### config.mk
export PLATFORM = sky130hd
export DESIGN_NAME = axi_burst_master_flat
export DESIGN_NICKNAME = d
export VERILOG_FILES = /design/src/rtl/axi_pkg.sv /design/src/rtl/axi4_std.sv /design/src/rtl/axi_burst_master.sv /design/src/flat_wrapper.sv
export SDC_FILE = /design/constraint.sdc
export NUM_CORES = 1
export LEC_CHECK = 0
export ABC_AREA = 0
export CORE_AREA = 2 2 120 122
export DETAILED_ROUTE_END_ITERATION = 8
export DIE_AREA = 0 0 122 124
export PLACE_DENSITY_LB_ADDON = 0.05
export RECOVER_POWER = 50
export REMOVE_ABC_BUFFERS = 1
export SETUP_SLACK_MARGIN = 0.4
export SLEW_MARGIN = 20
export SYNTH_ARGS = -nofsm -noshare
export SYNTH_HDL_FRONTEND = slang
export SYNTH_SLANG_ARGS = --single-unit
### constraint.sdc
create_clock -name aclk -period 4.56 [get_ports aclk]
set_input_delay 0.456 -clock aclk [delete_from_list [all_inputs] [get_ports aclk]]
set_output_delay 0.456 -clock aclk [all_outputs]
set_load 0.05 [all_outputs]
### src/rtl/axi_pkg.sv
// Shared AXI4 constants and the burst-master state encoding.
package axi_pkg;
  typedef enum logic [2:0] {
    IDLE = 3'd0,
    AW   = 3'd1,
    W    = 3'd2,
    B    = 3'd3,
    AR   = 3'd4,
    R    = 3'd5
  } state_t;

  localparam logic [1:0]  AXI_BURST_INCR  = 2'b01;
  localparam logic [2:0]  AXI_SIZE_4B     = 3'b010;
  localparam logic [1:0]  AXI_RESP_OKAY   = 2'b00;
  localparam logic [1:0]  AXI_RESP_EXOKAY = 2'b01;
  localparam int unsigned AXI_4K_BOUNDARY = 4096;
  localparam int unsigned AXI_ID_W        = 4;
endpackage

### src/rtl/axi4_std.sv
// AXI4 bundle with 32-bit data; master/slave modports.
interface AXI4_Std
  import axi_pkg::*;
#(
  parameter int unsigned addr_width = 32
) ();
  logic [AXI_ID_W-1:0]   awid;
  logic [addr_width-1:0] awaddr;
  logic [7:0]            awlen;
  logic [2:0]            awsize;
  logic [1:0]            awburst;
  logic                  awvalid;
  logic                  awready;
  logic [31:0]           wdata;
  logic [3:0]            wstrb;
  logic                  wlast;
  logic                  wvalid;
  logic                  wready;
  logic [AXI_ID_W-1:0]   bid;
  logic [1:0]            bresp;
  logic                  bvalid;
  logic                  bready;
  logic [AXI_ID_W-1:0]   arid;
  logic [addr_width-1:0] araddr;
  logic [7:0]            arlen;
  logic [2:0]            arsize;
  logic [1:0]            arburst;
  logic                  arvalid;
  logic                  arready;
  logic [AXI_ID_W-1:0]   rid;
  logic [31:0]           rdata;
  logic [1:0]            rresp;
  logic                  rlast;
  logic                  rvalid;
  logic                  rready;

  modport master (
    output awid, awaddr, awlen, awsize, awburst, awvalid, input awready,
    output wdata, wstrb, wlast, wvalid, input wready,
    input  bid, bresp, bvalid, output bready,
    output arid, araddr, arlen, arsize, arburst, arvalid, input arready,
    input  rid, rdata, rresp, rlast, rvalid, output rready
  );

  modport slave (
    input  awid, awaddr, awlen, awsize, awburst, awvalid, output awready,
    input  wdata, wstrb, wlast, wvalid, output wready,
    output bid, bresp, bvalid, input bready,
    input  arid, araddr, arlen, arsize, arburst, arvalid, output arready,
    output rid, rdata, rresp, rlast, rvalid, input rready
  );
endinterface

### src/rtl/axi_burst_master.sv
// Command/stream to single-outstanding AXI4 INCR burst initiator (32-bit beats).
module axi_burst_master
  import axi_pkg::*;
#(
  parameter int unsigned addr_width = 32,
  parameter int unsigned max_len    = 256,
  parameter int unsigned axi_id     = 0
) (
  input  logic                  aclk,
  input  logic                  areset,
  input  logic                  cmd_valid,
  output logic                  cmd_ready,
  input  logic                  cmd_write,
  input  logic [addr_width-1:0] cmd_addr,
  input  logic [8:0]            cmd_len,
  input  logic [31:0]           wr_data,
  input  logic                  wr_valid,
  output logic                  wr_ready,
  output logic [31:0]           rd_data,
  output logic                  rd_valid,
  input  logic                  rd_ready,
  output logic                  done,
  output logic                  err,
  AXI4_Std.master               axi
);
  state_t                state;
  logic [addr_width-1:0] addr_q;
  logic [8:0]            len_q;
  logic [8:0]            beat_cnt;
  logic [8:0]            last_idx;
  logic                  rd_err_q;
  logic                  cmd_accept;
  logic                  cmd_bad;
  logic                  w_hs;
  logic                  r_hs;
  logic                  last_beat;
  logic [13:0]           end_offset;

  // Offset of the byte just past the burst within its 4 KB page.
  assign end_offset = {2'b00, cmd_addr[11:0]} + {3'b000, cmd_len, 2'b00};
  assign cmd_bad    = (cmd_len == 9'd0) || (32'(cmd_len) > max_len) ||
                      (cmd_addr[1:0] != 2'b00) ||
                      (end_offset > 14'(AXI_4K_BOUNDARY));
  assign cmd_accept = cmd_valid && cmd_ready;
  assign last_idx   = len_q - 9'd1;
  assign last_beat  = (beat_cnt == last_idx);
  assign w_hs       = axi.wvalid && axi.wready;
  assign r_hs       = axi.rvalid && axi.rready;

  assign axi.awid    = AXI_ID_W'(axi_id);
  assign axi.awaddr  = addr_q;
  assign axi.awlen   = last_idx[7:0];
  assign axi.awsize  = AXI_SIZE_4B;
  assign axi.awburst = AXI_BURST_INCR;
  assign axi.awvalid = (state == AW);
  assign axi.wdata   = wr_data;
  assign axi.wstrb   = 4'hF;
  assign axi.wvalid  = (state == W) && wr_valid;
  assign axi.wlast   = (state == W) && last_beat;
  assign wr_ready    = (state == W) && axi.wready;
  assign axi.bready  = (state == B);
  assign axi.arid    = AXI_ID_W'(axi_id);
  assign axi.araddr  = addr_q;
  assign axi.arlen   = last_idx[7:0];
  assign axi.arsize  = AXI_SIZE_4B;
  assign axi.arburst = AXI_BURST_INCR;
  assign axi.arvalid = (state == AR);
  assign axi.rready  = (state == R) && rd_ready;
  assign rd_valid    = (state == R) && axi.rvalid;
  assign rd_data     = axi.rdata;

  // cmd_ready is registered: it rises on the cycle the FSM lands in IDLE.
  always_ff @(posedge aclk or posedge areset) begin
    if (areset) begin
      state     <= IDLE;
      cmd_ready <= 1'b0;
      addr_q    <= '0;
      len_q     <= '0;
      beat_cnt  <= '0;
      rd_err_q  <= 1'b0;
      done      <= 1'b0;
      err       <= 1'b0;
    end else begin
      done      <= 1'b0;
      err       <= 1'b0;
      cmd_ready <= 1'b0;
      case (state)
        IDLE: begin
          if (cmd_accept) begin
            addr_q   <= cmd_addr;
            len_q    <= cmd_len;
            beat_cnt <= '0;
            if (cmd_bad) err   <= 1'b1;
            else         state <= cmd_write ? AW : AR;
          end else begin
            cmd_ready <= 1'b1;
          end
        end
        AW: if (axi.awready) state <= W;
        W: begin
          if (w_hs) begin
            if (last_beat) begin
              beat_cnt <= '0;
              state    <= B;
            end else begin
              beat_cnt <= beat_cnt + 9'd1;
            end
          end
        end
        B: begin
          if (axi.bvalid) begin
            done      <= 1'b1;
            err       <= axi.bresp[1];
            state     <= IDLE;
            cmd_ready <= 1'b1;
          end
        end
        AR: if (axi.arready) state <= R;
        R: begin
          if (r_hs) begin
            // Finish on whichever of rlast / counter comes first; disagreement is an error.
            if (last_beat || axi.rlast) begin
              done      <= 1'b1;
              err       <= rd_err_q | axi.rresp[1] | (last_beat != axi.rlast);
              rd_err_q  <= 1'b0;
              beat_cnt  <= '0;
              state     <= IDLE;
              cmd_ready <= 1'b1;
            end else begin
              beat_cnt <= beat_cnt + 9'd1;
              rd_err_q <= rd_err_q | axi.rresp[1];
            end
          end
        end
        default: state <= IDLE;
      endcase
    end
  end
endmodule
### src/flat_wrapper.sv
// flat-port wrapper written by rule: the top's interface ports become plain ports
module axi_burst_master_flat import axi_pkg::*;
#(
  parameter int unsigned addr_width = 32,
  parameter int unsigned max_len    = 256,
  parameter int unsigned axi_id     = 0
)
  (aclk, areset, cmd_valid, cmd_ready, cmd_write, cmd_addr, cmd_len, wr_data, wr_valid, wr_ready, rd_data, rd_valid, rd_ready, done, err, axi_awid, axi_awaddr, axi_awlen, axi_awsize, axi_awburst, axi_awvalid, axi_awready, axi_wdata, axi_wstrb, axi_wlast, axi_wvalid, axi_wready, axi_bid, axi_bresp, axi_bvalid, axi_bready, axi_arid, axi_araddr, axi_arlen, axi_arsize, axi_arburst, axi_arvalid, axi_arready, axi_rid, axi_rdata, axi_rresp, axi_rlast, axi_rvalid, axi_rready);
  AXI4_Std #(.addr_width(addr_width)) axi_i ();
  input  logic aclk;
  input  logic areset;
  input  logic cmd_valid;
  output logic cmd_ready;
  input  logic cmd_write;
  input  logic [addr_width-1:0] cmd_addr;
  input  logic [8:0] cmd_len;
  input  logic [31:0] wr_data;
  input  logic wr_valid;
  output logic wr_ready;
  output logic [31:0] rd_data;
  output logic rd_valid;
  input  logic rd_ready;
  output logic done;
  output logic err;
  output wire logic [$bits(axi_i.awid)-1:0] axi_awid;
  output wire logic [$bits(axi_i.awaddr)-1:0] axi_awaddr;
  output wire logic [$bits(axi_i.awlen)-1:0] axi_awlen;
  output wire logic [$bits(axi_i.awsize)-1:0] axi_awsize;
  output wire logic [$bits(axi_i.awburst)-1:0] axi_awburst;
  output wire logic [$bits(axi_i.awvalid)-1:0] axi_awvalid;
  input wire logic [$bits(axi_i.awready)-1:0] axi_awready;
  output wire logic [$bits(axi_i.wdata)-1:0] axi_wdata;
  output wire logic [$bits(axi_i.wstrb)-1:0] axi_wstrb;
  output wire logic [$bits(axi_i.wlast)-1:0] axi_wlast;
  output wire logic [$bits(axi_i.wvalid)-1:0] axi_wvalid;
  input wire logic [$bits(axi_i.wready)-1:0] axi_wready;
  input wire logic [$bits(axi_i.bid)-1:0] axi_bid;
  input wire logic [$bits(axi_i.bresp)-1:0] axi_bresp;
  input wire logic [$bits(axi_i.bvalid)-1:0] axi_bvalid;
  output wire logic [$bits(axi_i.bready)-1:0] axi_bready;
  output wire logic [$bits(axi_i.arid)-1:0] axi_arid;
  output wire logic [$bits(axi_i.araddr)-1:0] axi_araddr;
  output wire logic [$bits(axi_i.arlen)-1:0] axi_arlen;
  output wire logic [$bits(axi_i.arsize)-1:0] axi_arsize;
  output wire logic [$bits(axi_i.arburst)-1:0] axi_arburst;
  output wire logic [$bits(axi_i.arvalid)-1:0] axi_arvalid;
  input wire logic [$bits(axi_i.arready)-1:0] axi_arready;
  input wire logic [$bits(axi_i.rid)-1:0] axi_rid;
  input wire logic [$bits(axi_i.rdata)-1:0] axi_rdata;
  input wire logic [$bits(axi_i.rresp)-1:0] axi_rresp;
  input wire logic [$bits(axi_i.rlast)-1:0] axi_rlast;
  input wire logic [$bits(axi_i.rvalid)-1:0] axi_rvalid;
  output wire logic [$bits(axi_i.rready)-1:0] axi_rready;
  assign axi_awid = axi_i.awid;
  assign axi_awaddr = axi_i.awaddr;
  assign axi_awlen = axi_i.awlen;
  assign axi_awsize = axi_i.awsize;
  assign axi_awburst = axi_i.awburst;
  assign axi_awvalid = axi_i.awvalid;
  assign axi_i.awready = axi_awready;
  assign axi_wdata = axi_i.wdata;
  assign axi_wstrb = axi_i.wstrb;
  assign axi_wlast = axi_i.wlast;
  assign axi_wvalid = axi_i.wvalid;
  assign axi_i.wready = axi_wready;
  assign axi_i.bid = axi_bid;
  assign axi_i.bresp = axi_bresp;
  assign axi_i.bvalid = axi_bvalid;
  assign axi_bready = axi_i.bready;
  assign axi_arid = axi_i.arid;
  assign axi_araddr = axi_i.araddr;
  assign axi_arlen = axi_i.arlen;
  assign axi_arsize = axi_i.arsize;
  assign axi_arburst = axi_i.arburst;
  assign axi_arvalid = axi_i.arvalid;
  assign axi_i.arready = axi_arready;
  assign axi_i.rid = axi_rid;
  assign axi_i.rdata = axi_rdata;
  assign axi_i.rresp = axi_rresp;
  assign axi_i.rlast = axi_rlast;
  assign axi_i.rvalid = axi_rvalid;
  assign axi_rready = axi_i.rready;
  axi_burst_master #(.addr_width(addr_width), .max_len(max_len), .axi_id(axi_id)) u_core (.aclk(aclk), .areset(areset), .cmd_valid(cmd_valid), .cmd_ready(cmd_ready), .cmd_write(cmd_write), .cmd_addr(cmd_addr), .cmd_len(cmd_len), .wr_data(wr_data), .wr_valid(wr_valid), .wr_ready(wr_ready), .rd_data(rd_data), .rd_valid(rd_valid), .rd_ready(rd_ready), .done(done), .err(err), .axi(axi_i));
endmodule
======== After elaboration in Yosys (flattened, before gate mapping) ========
Index checks and enable logic that the tools add are counted.
operators by class
  bitwise logic cells ..................... 2
  equality and inequality tests ........... 16
  shifts and indexed selects .............. 0
  $add $sub $neg .......................... 3
  multiply operators ...................... 0
  $lt $le $gt $ge ......................... 2
  divide/modulo/power cells ............... 0
  reduce and logical (&&, ||, !) cells .... 20
  multiplexer cells ....................... 30
operators by type and width
  cell                  number
  $mux 9                5
  $mux 3                10
  $pmux 9 s3            1
  $pmux 3 s6            1
  $gt 14x13->1 const B  1
  $add 12x11->13        1
  $ne 2x1->1 const B    6
  $mux 1                10
  $add 9x1->9 const B   1
  $eq 9x9->1            1
  $gt 9x9->1 const B    1
  $logic_not 9->1       1
  $reduce_and 9->1      1
  $sub 9x1->9 const B   1
  $logic_and 1x1->1     8
  $eq 3x2->1 const B    2
  $eq 3x3->1 const B    2
  $ne 2x2->1 const B    3
  $pmux 1 s3            2
  $logic_or 1x1->1      4
  $reduce_and 2->1      2
  $reduce_and 4->1      1
  $eq 3x1->1 const B    1
  $logic_not 3->1       1
  5 further kinds       6
word-level totals
  memories ................................ 0
  bits in latches ......................... 0
  register bits ........................... 57
  bits in read-only memories .............. 0
  input bits .............................. 129
  word-level logic and storage cells ...... 81
  bits in writable memories ............... 0

======== Depth between registers and ports, before layout ========
Gate-level depths: netlist (run 1).
  depth in word-level cells ............... 7
  mapped depth ............................ 13
  mapped depth without buffers ............ 12

======== Least setup slack after synthesis (run 1) ========
Ideal clock, no wire load.
  path kind ............................... register to register
  start ................................... register u_core.len_q[0]
  end ..................................... register u_core.state[1]
  slack ................................... 895 ps
  required time ........................... 4439 ps
  library setup time ...................... 121 ps
  cell stages (with the launch flop) ...... 13
  period minus slack after synthesis ...... 3665 ps
  arrival time ............................ 3544 ps
  cells stage by stage .................... dfrtp_1 -> inv_1 -> ha_1 -> or3b_2 -> nor3_1 -> xor3_2 -> or3_1 -> ha_1 -> a211oi_4 -> and3_1 -> buf_6 -> mux2i_1 -> nand2_1
on the way
  word-level cells in the longest chain between the ends .. 5
  elaborated cells on any way between the ends .. 6
  classes of those cells .................. 1 x add/sub; 3 x eq/ne; 2 x reduce/logical
ends and longest elaborated chain
  item                                 RTL line                 source
  start: declaration                   axi_burst_master.sv:28   logic [8:0] len_q;
  start signal: assignment             axi_burst_master.sv:91   len_q <= cmd_len;
  $sub 9x1->9 *                        axi_burst_master.sv:45   assign last_idx = len_q - 9'd1;
  via axi_arlen[0]                     flat_wrapper.sv:43       output wire logic [$bits(axi_i.arlen)-1:0] axi_arlen;
  $eq 9x9->1 *                         axi_burst_master.sv:46   assign last_beat = (beat_cnt == last_idx);
  $logic_or 1x1->1                     axi_burst_master.sv:122  if (last_beat || axi.rlast) begin
  $ne 2x2->1 (no source line)          n/a
  $reduce_and 9->1 (no source line) *  n/a
  end signal: assignment               axi_burst_master.sv:94   else state <= cmd_write ? AW : AR;
  end: declaration                     axi_burst_master.sv:26   state_t state;
Mark *: on every way through the listed nets, which the timed path passes. The rest lies on a longest branch.
A chain may end at the register's enable or synchronous reset.

======== Worst setup path after layout (run 1) ========
  start ................................... register u_core.len_q[0]
  end ..................................... register u_core.state[1]
on the way
  word-level cells in the longest chain between the ends .. 5
  elaborated cells on any way between the ends .. 6
  classes of those cells .................. 1 x add/sub; 3 x eq/ne; 2 x reduce/logical
ends and longest elaborated chain
  item                                 RTL line
  $sub 9x1->9 *                        axi_burst_master.sv:45
  $eq 9x9->1 *                         axi_burst_master.sv:46
  $logic_or 1x1->1                     axi_burst_master.sv:122
  $ne 2x2->1 (no source line)          n/a
  $reduce_and 9->1 (no source line) *  n/a
Mark *: on every way between the ends. The rest lies on a longest branch, timed or not.

==> results of run 1 <==
worst paths after layout:
kind                                       from               endpoint  slack, ns  cells after the start
worst max-delay path            u_core.len_q[0]        u_core.state[1]       0.83                     11
worst min-delay path            u_core.rd_err_q        u_core.rd_err_q       0.50                      2
worst max register to register  u_core.len_q[0]        u_core.state[1]       0.83                     11
worst min register to register  u_core.rd_err_q        u_core.rd_err_q       0.50                      2
max in group asynchronous                areset   u_core.axi.araddr[5]       1.82                      3
min in group asynchronous                areset  u_core.axi.araddr[14]       1.05                      2
worst max-delay path, delay by kind of cell, from the launching register on:
kind                       cells  cell delay, ns
and+or+nand+nor                5            1.61
muxes                          1            0.22
adders and majority gates      2            0.46
buffers and inverters          1            0.13
xor gates and xnor gates       1            0.33
DFF                            1            0.41
AOI/OAI and AO/OA              1            0.46
metrics by stage:
step	cell area, um2	utilization	cells	total power (uW)	hold WS, ns
final	5190	0.379	653	4160	0.502
after CTS	5190	0.378	653	4220	0.513
after floorplan	3260	-	314	2700	0.465
after global routing	5190	0.379	653	4380	0.544
after detailed placement	4940	0.360	640	3600	0.502
after global placement	4940	0.360	640	3600	0.483
timing repair:
action / 4_1_cts / 5_1_grt
hold buffers: 0 / 0
gates resized for setup: 0 / 1
endpoints found under the setup margin: 0 / 1
synthesized netlist by cell type (3+ instances only):
| cell type | n |
|---|---|
| buf_4 | 126 |
| dfrtp_1 | 57 |
| mux2_2 | 39 |
| nand2_1 | 22 |
| o21ai_0 | 21 |
| nor2_1 | 15 |
| inv_1 | 14 |
| a21oi_1 | 12 |
| ha_1 | 12 |
| xnor2_1 | 12 |
| nand3_1 | 9 |
| nor3_1 | 9 |
| clkbuf_1 | 7 |
| and3_1 | 6 |
| o31ai_1 | 5 |
| xor2_1 | 5 |
| and2_1 | 4 |
| mux2i_1 | 4 |
| a21o_1 | 3 |
| nand2b_1 | 3 |
| nor4_1 | 3 |
| or2_2 | 3 |
layout make-up:
| cell class | instances | share of cell area |
|---|---|---|
| clock inverter | 1 | 0.000963 |
| sequential | 57 | 0.275 |
| inverter | 14 | 0.0101 |
| multi-input combinational | 243 | 0.343 |
| timing repair buffer | 146 | 0.281 |
| clock buffer | 12 | 0.0474 |
| tap | 180 | 0.0434 |
logic make-up (layout without fill, tap and decap cells):
group / Yosys count / in the layout / synth area share
buffers and inverters: 151 / 173 / 0.254
and+or+nand+nor: 89 / 89 / 0.112
AOI/OAI and AO/OA: 57 / 57 / 0.0901
DFF: 57 / 57 / 0.340
muxes: 43 / 43 / 0.114
xor gates and xnor gates: 19 / 19 / 0.0471
adders and majority gates: 13 / 13 / 0.0406
other: 2 / 22 / 0.00179
state kept, by name, indices dropped and copies added, names as in the netlist:
name and cells:
u_core.axi.araddr 32, u_core.beat_cnt 9, u_core.len_q 9, u_core.state 3, u_core.cmd_ready 1, u_core.done 1, u_core.err 1, u_core.rd_err_q 1
routing by layer:
layer,part of all wire,vias to the layer above,global-route usage
met5,0.0021,-,0.0556
met2,0.41,261,0.266
met1,0.34,1458,0.190
met3,0.24,7,0.206
met4,0.0056,2,0.0503
li1,-,1406,-
layout by cell type (no fill, tap or decap), types with 2 or more instances in the layout:
cell type and instances:
nand2_1 22, or2_2 3, o21ai_0 21, mux2i_1 4
clkbuf_1 3, conb_1 22, clkbuf_16 9, and3_1 5
o31ai_1 5, o2111ai_1 2, xor2_1 5, nor2b_1 2
ha_1 12, and2b_2 2, nand2b_1 3, nor2_1 15
nor4_1 3, dfrtp_1 57, xnor2_1 12, a21oi_1 11
or3_1 2, inv_1 14, a21o_1 3, dlygate4sd3_1 14
clkdlybuf4s50_1 130, nand3_1 9, a31oi_1 2, nand4b_1 2
and2_1 4, mux2_2 39, or4_4 2, nor3_1 9
where the power goes:
group / internal (uW) / total (uW) / switching [uW]
sequential: 696 / 893 / 197
combinational: 930 / 2680 / 1750
clock: 372 / 591 / 219
total: 2000 / 4160 / 2160
==> flow_summary.json, run 1 <==
{
  "status": "complete, but fails checks",
  "violations": "capacitance limit, slew limit",
  "n_antenna_cell": 0,
  "remaining_drc_errors": 0,
  "multi_input_area_mm2": 0.00178,
  "cts.sinks": 57,
  "wl_um": 14400,
  "tightest_slew_ns": 1.54,
  "maxSlewHeadroom": -0.0255,
  "wl_per_cell_um": 22.1,
  "finalHoldViolCount": 0,
  "crit_required_ns": 4.76,
  "cts_tree": "built",
  "area_delta_synth_final_pct": 23.9,
  "via_per_inst": 4.80,
  "dr.pass1.iters": 4,
  "ys_types": 54,
  "syn_inst": 431,
  "htree_num_levels": 3,
  "drt_iter0_drc": 134,
  "fin_crit_sh": 0.818,
  "antenna_found_initial": 0,
  "yosysSeqAreaShare": 0.340,
  "cts_root_buffer": "clkbuf_16",
  "cpPeakStageDelay_ns": 0.52,
  "syn_avg_cell_area_um2": 9.73,
  "synth_ff_type": "dfrtp_1",
  "grt_pass1_wl_um": 20700,
  "critPathLaunchType": "register",
  "finalWorstSetupSlack_ns": 0.832,
  "cp_common_cell": "ha_1",
  "yosys_register_bits": 57,
  "clock_latency_ns": 0.32,
  "grt.total_usage": 0.192,
  "clk_path_buf_depth": 2,
  "cts_setup_buffers": 0,
  "core_area_mm2": 0.0137,
  "cts_inserted_buffers": 9,
  "gp_congestion": 0.816,
  "layout.nets": 613,
  "ios": 306,
  "syn_area_mm2": 0.00419,
  "arrival_ns": 3.93,
  "place_worst_setup_slack_ns": 0.822,
  "fin_skew_ns": 0.00584,
  "synth.area.top_cells": "dfrtp_1 (34%), buf_4 (23%), mux2_2 (10%)",
  "overflow": 0,
  "total_leakage_power_uw": 0.00228,
  "ant_nets": 0,
  "yosysWarnings": 0,
  "maxSlewViolCount": 39,
  "row_count": 43,
  "fmax_mhz": 268,
  "die_area_mm2": 0.0151,
  "vdd_drop_max_mv": 0.408,
  "cp-end-kind": "register",
  "critPathMaxFanout": 10,
  "yosysTopAreaCellShare": 0.340,
  "drive_gt1_frac": 0.137,
  "fin_tns_setup_ns": 0,
  "initial_core_util": 0.306,
  "cp_cell_sequence": "inv_1, ha_1, or3b_2, nor3_1, xor3_2, or3_1, ha_1, a211oi_4, and3_1, mux2i_1, nand2_1",
  "rsz0062_at_grt": "no",
  "crit_type": "reg -> reg",
  "clk_pin_slew_worst_paths_ns": 0.05,
  "die_x_um": 122,
  "setup_viol": 0,
  "hpwl_um": 11700,
  "grt_max_degree": 45,
  "powerDensity_mw_per_mm2": 801,
  "grt_pass1_vias": 3123,
  "async_flop_share": 1.00,
  "io_buffers": 145,
  "synth_top_cell_by_area": "dfrtp_1",
  "fp.dieH_um": 124,
  "hp-class": "reg -> reg",
  "min_period_ns": 3.73,
  "fillCellCount": 1385,
  "maxCapViolCount": 1,
  "cpMaxStageDelayCell": "or3b_2",
  "num_vias": 3134,
  "synth-edff-count": 0,
  "final-seq-area_mm2": 0.00143
}
Power figures use the tool's default switching activity.
==> run 2, diff against run 1 <==
- clock period: 4.56 -> 3.45 ns (I/O delays scaled with it)
==> flow_summary.json, run 2 (same netlist as run 1, synthesis figures left out) <==
{
  "status": "finished, final reports clean",
  "final_common_cell": "clkdlybuf4s50_1",
  "rsz0062_at_grt": "yes",
  "cts.sinks": 57,
  "hold_slack_ns": 0.504,
  "place_worst_setup_slack_ns": 0.0375,
  "core_area_mm2": 0.0137,
  "fp.dieH_um": 124,
  "vdd_drop_max_mv": 0.487,
  "num_vias": 3116,
  "arrival_ns": 3.32,
  "cp_common_cell": "or4_4",
  "wl_per_cell_um": 21.9,
  "clk_path_buf_depth": 2,
  "grt_pass1_vias": 3128,
  "antenna_found_initial": 0,
  "gp_congestion": 0.835,
  "cts_root_buffer": "clkbuf_16",
  "die_area_mm2": 0.0151,
  "grt_pass1_wl_um": 20600,
  "hpwl_um": 12000,
  "initial_core_util": 0.306,
  "row_count": 43,
  "reg2reg_from": "u_core.len_q[0]",
  "cp_cell_sequence": "or4_4, or4_4, mux2i_4, nand4_1, or3_4, ha_4, a211oi_4, buf_4, and2b_2, o21ai_2, o31ai_1",
  "setup_viol": 0,
  "cpPeakStageDelay_ns": 0.56,
  "maxCapViolCount": 0,
  "finalWorstSetupSlack_ns": 0.332,
  "critPathMaxFanout": 4,
  "critPathLaunchType": "register",
  "crit_type": "reg -> reg",
  "cts_hold_buffers": 0,
  "p_seq_frac": 0.205,
  "switchingPower_uw": 2950,
  "n_antenna_cell": 0,
  "finalHoldViolCount": 0,
  "via_per_inst": 4.67,
  "fin_crit_sh": 0.904,
  "die_x_um": 122,
  "clk_pin_slew_worst_paths_ns": 0.05,
  "hold_path_startpoint": "u_core.rd_err_q",
  "grt_max_degree": 24,
  "dr.pass1.iters": 4,
  "ios": 306,
  "layout.nets": 626,
  "setup.worst_path.start": "u_core.len_q[0]",
  "drive_gt1_frac": 0.201,
  "cts_inserted_buffers": 9,
  "intPower_uw": 2820,
  "remaining_drc_errors": 0,
  "crit_required_ns": 3.65,
  "powerDensity_mw_per_mm2": 1060,
  "sw_frac_of_total": 0.511,
  "htree_num_levels": 3,
  "pwr-share-comb": 0.646,
  "cpMaxStageDelayCell": "or4_4",
  "path_buf_inv": 1,
  "fin_skew_ns": 0.00617,
  "area_delta_synth_final_pct": 29.7,
  "path_delay_family": "simple AND/OR/NAND/NOR gates",
  "drt_iter0_drc": 105,
  "p_total_uw": 5770,
  "grt.total_usage": 0.191,
  "cp-end-kind": "register",
  "total_leakage_power_uw": 0.00244,
  "overflow": 0,
  "cts_tree": "built",
  "maxSlewViolCount": 0,
  "maxSlewHeadroom": 0.126,
  "ant_nets": 0,
  "layout.cells.most_common_list": "clkdlybuf4s50_1 (122), dfrtp_1 (56), mux2_2 (39)",
  "min_period_ns": 3.12,
  "hp-class": "reg -> reg",
  "tightest_slew_ns": 1.31,
  "wl_um": 14600,
  "clockPowerShare": 0.149,
  "largest_reg_flops": 32,
  "clock_latency_ns": 0.32,
  "fmax_mhz": 321,
  "io_buffers": 145
}
## run 2: changes by cell type in the layout (fill, tap and decap cells not counted), sizes merged
cell,previous run,this run
buf,0,13
bufinv,0,1
clkbuf,13,12
clkdlybuf4s50,130,122
clkinv,1,3
dlygate4sd2,0,4
dlymetal6s2s,1,4
## run 2: power groups by stage
| stage | Clock [uW] | Combinational (uW) | Sequential, uW |
|---|---|---|---|
| finish | 860 | 3730 | 1180 |
| global placement | 0 | 3590 | 1190 |
| global route | 921 | 3900 | 1240 |
| floorplan | 0 | 1290 | 2290 |
| detailed placement | 0 | 3600 | 1190 |
| CTS | 890 | 3690 | 1190 |
## run 2: metal layers
metal  GRT usage  up-vias  wire [um]
li1            -     1440          -
met1       0.184     1404       4820
met2       0.266      255       5960
met3       0.207       11       3510
met4      0.0438        6         99
met5       0.111        -        213
## run 2: path summary, 6_finish.rpt
check | to | slack, ns | cells past startpoint
worst max-delay path | u_core.beat_cnt[7] | 0.33 | 11
worst min-delay path | u_core.rd_err_q | 0.50 | 2
worst max register to register | u_core.beat_cnt[7] | 0.33 | 11
worst min register to register | u_core.rd_err_q | 0.50 | 2
max in group asynchronous | u_core.len_q[2] | 1.14 | 3
min in group asynchronous | u_core.axi.araddr[14] | 0.58 | 2
## run 2: stage by stage
stage	area, um2	utilization	TNS (ns)	instances
finish	5440	0.397	0	667
global route	5440	0.397	0	667
CTS	5370	0.392	0	665
detailed placement	5000	0.365	0	647
global placement	5000	0.365	0	647
floorplan	3260	-	-5.37	314
## run 2: area by class of cell
class | instances | area [um2]
fill | 1369 | 8280
multi-input combinational | 243 | 1880
timing repair buffer | 159 | 1570
sequential | 57 | 1430
clock buffer | 10 | 239
tap | 180 | 225
inverter | 14 | 52.6
clock inverter | 4 | 45.0
## run 2: worst min-delay path, delay by kind of cell, from the launching register on
family,cells,cell delay [ns]
and+or+nand+nor,1,0.08
AOI/OAI and AO/OA,1,0.04
DFF,1,0.34
## run 2: repair_timing
item                       in CTS  in global routing
setup endpoints to repair      21                 17
gates resized for setup        26                 20
pin swaps                       4                  8
buffers inserted                4                  2
==> run 3, diff against run 2 <==
- HOLD_SLACK_MARGIN: default -> 0.15
- SKIP_CTS_REPAIR_TIMING: default -> 1
==> flow_summary.json, run 3 (same netlist as run 1, synthesis figures left out) <==
{
  "htree_num_levels": 3,
  "largest_reg_flops": 32,
  "maxSlewHeadroom": 0.120,
  "hp-class": "reg -> reg",
  "setup_viol": 0,
  "grt_pass1_vias": 3076,
  "met1_usage": 0.183,
  "dr.pass1.iters": 4,
  "via_per_inst": 4.67,
  "instances_no_fill": 667,
  "fin_skew_ns": 0.00545,
  "pwr-share-comb": 0.645,
  "fin_crit_sh": 0.925,
  "initial_core_util": 0.306,
  "met2_usage": 0.263,
  "layout.cells.most_common_list": "clkdlybuf4s50_1 (124), dfrtp_1 (56), mux2_2 (39)",
  "n_antenna_cell": 0,
  "remaining_drc_errors": 0,
  "area_delta_synth_final_pct": 29.5,
  "crit_type": "reg -> reg",
  "clk_pin_slew_worst_paths_ns": 0.05,
  "utilization": 0.396,
  "fillCellCount": 1363,
  "critPathLaunchType": "register",
  "grt_max_degree": 24,
  "io_buffers": 145,
  "drt_iter0_drc": 106,
  "p_total_uw": 5780,
  "fp.dieH_um": 124,
  "intPower_uw": 2830,
  "dp_cells": 647,
  "status": "finished, final reports clean",
  "r2r_cells": 10,
  "layout.nets": 626,
  "ant_nets": 0,
  "row_count": 43,
  "grt-busiest-layer": "met2",
  "cts.sinks": 57,
  "hpwl_um": 12000,
  "clk_path_buf_depth": 2,
  "switchingPower_uw": 2950,
  "vdd_drop_max_mv": 0.488,
  "overflow": 0,
  "min_period_ns": 3.19,
  "crit_required_ns": 3.65,
  "grt.total_usage": 0.189,
  "met3_usage": 0.207,
  "grt_pass1_wl_um": 20400,
  "powerDensity_mw_per_mm2": 1060,
  "design_area_mm2": 0.00543,
  "core_area_mm2": 0.0137,
  "setup.worst_path.start": "u_core.len_q[3]",
  "r2r_end": "u_core.state[1]",
  "total_leakage_power_uw": 0.00246,
  "wl_per_cell_um": 21.9,
  "rsz0062_at_grt": "yes",
  "cp-end-kind": "register",
  "gp_congestion": 0.835,
  "r2r_slack_ns": 0.26,
  "die_x_um": 122,
  "antenna_found_initial": 0,
  "finalHoldViolCount": 0,
  "ios": 306,
  "clockPowerShare": 0.149,
  "reg2reg_from": "u_core.len_q[3]",
  "num_vias": 3117,
  "maxSlewViolCount": 0,
  "wl_um": 14600,
  "placed_area_mm2": 0.00500,
  "maxCapViolCount": 0,
  "clock_latency_ns": 0.32,
  "die_area_mm2": 0.0151,
  "drive_gt1_frac": 0.195,
  "sw_frac_of_total": 0.510,
  "final_common_cell": "clkdlybuf4s50_1",
  "fin_tns_setup_ns": 0,
  "arrival_ns": 3.39,
  "critPathCapture": "u_core.state[1]",
  "cts_root_buffer": "clkbuf_16",
  "fmax_mhz": 314,
  "cts_inserted_buffers": 9,
  "p_seq_frac": 0.206,
  "tightest_slew_ns": 1.32,
  "critPathMaxFanout": 4,
  "cts_tree": "built"
}
==> run 3: cell type report <==
type / instances / area [um2] / share of cell area
inverters: 14 / 52.6 / 0.00967
clock inverters: 4 / 45.0 / 0.00829
well taps: 180 / 225 / 0.0415
clock buffers: 10 / 239 / 0.0440
flip-flops and latches: 57 / 1430 / 0.263
repair buffers: 159 / 1580 / 0.291
multi-input cells: 243 / 1860 / 0.343
==> run 3: power by group through the flow <==
| stage | sequential [uW] | combinational (uW) | clock [uW] |
|---|---|---|---|
| 6_report | 1190 | 3720 | 863 |
| 3_3_place_gp | 1190 | 3590 | 0 |
| 2_1_floorplan | 2290 | 1290 | 0 |
| 4_1_cts | 1190 | 3610 | 890 |
| 3_5_place_dp | 1190 | 3600 | 0 |
| 5_1_grt | 1240 | 3900 | 921 |
==> run 3: per-layer routing <==
layer,share of wire,routed length (um),up-vias
met4,0.0074,108,6
li1,-,-,1435
met3,0.24,3520,15
met1,0.33,4800,1410
met5,0.015,213,-
met2,0.41,5950,251
==> run 3: worst min path at each step <==
stage / startpoint / endpoint / slack [ns] / depth (start not counted)
6_report: u_core.rd_err_q / u_core.rd_err_q / 0.50 / 2
5_1_grt: u_core.axi.araddr[29] / u_core.axi.araddr[29] / 0.54 / 1
4_1_cts: areset / u_core.axi.araddr[14] / 0.33 / 2
3_5_place_dp: u_core.rd_err_q / u_core.rd_err_q / 0.50 / 2
3_3_place_gp: u_core.rd_err_q / u_core.rd_err_q / 0.48 / 2
2_1_floorplan: cmd_len[0] / u_core.len_q[0] / 0.46 / 2
==> run 3: critical path, stage by stage (launching register included) <==
cell	delay, ns
dfrtp_1	0.40
or4_4	0.57
or4_4	0.46
mux2i_2	0.21
nand4_1	0.11
or3_4	0.36
ha_4	0.18
a211oi_4	0.28
and3_4	0.26
mux2i_1	0.18
nand2_1	0.06
==> run 3: per-stage QoR <==
stage,hold WS [ns],setup WS (ns)
floorplan,0.462,-0.517
global placement,0.484,0.0849
detailed placement,0.496,0.0375
CTS,0.326,0.0382
global route,0.544,0.113
finish,0.503,0.260
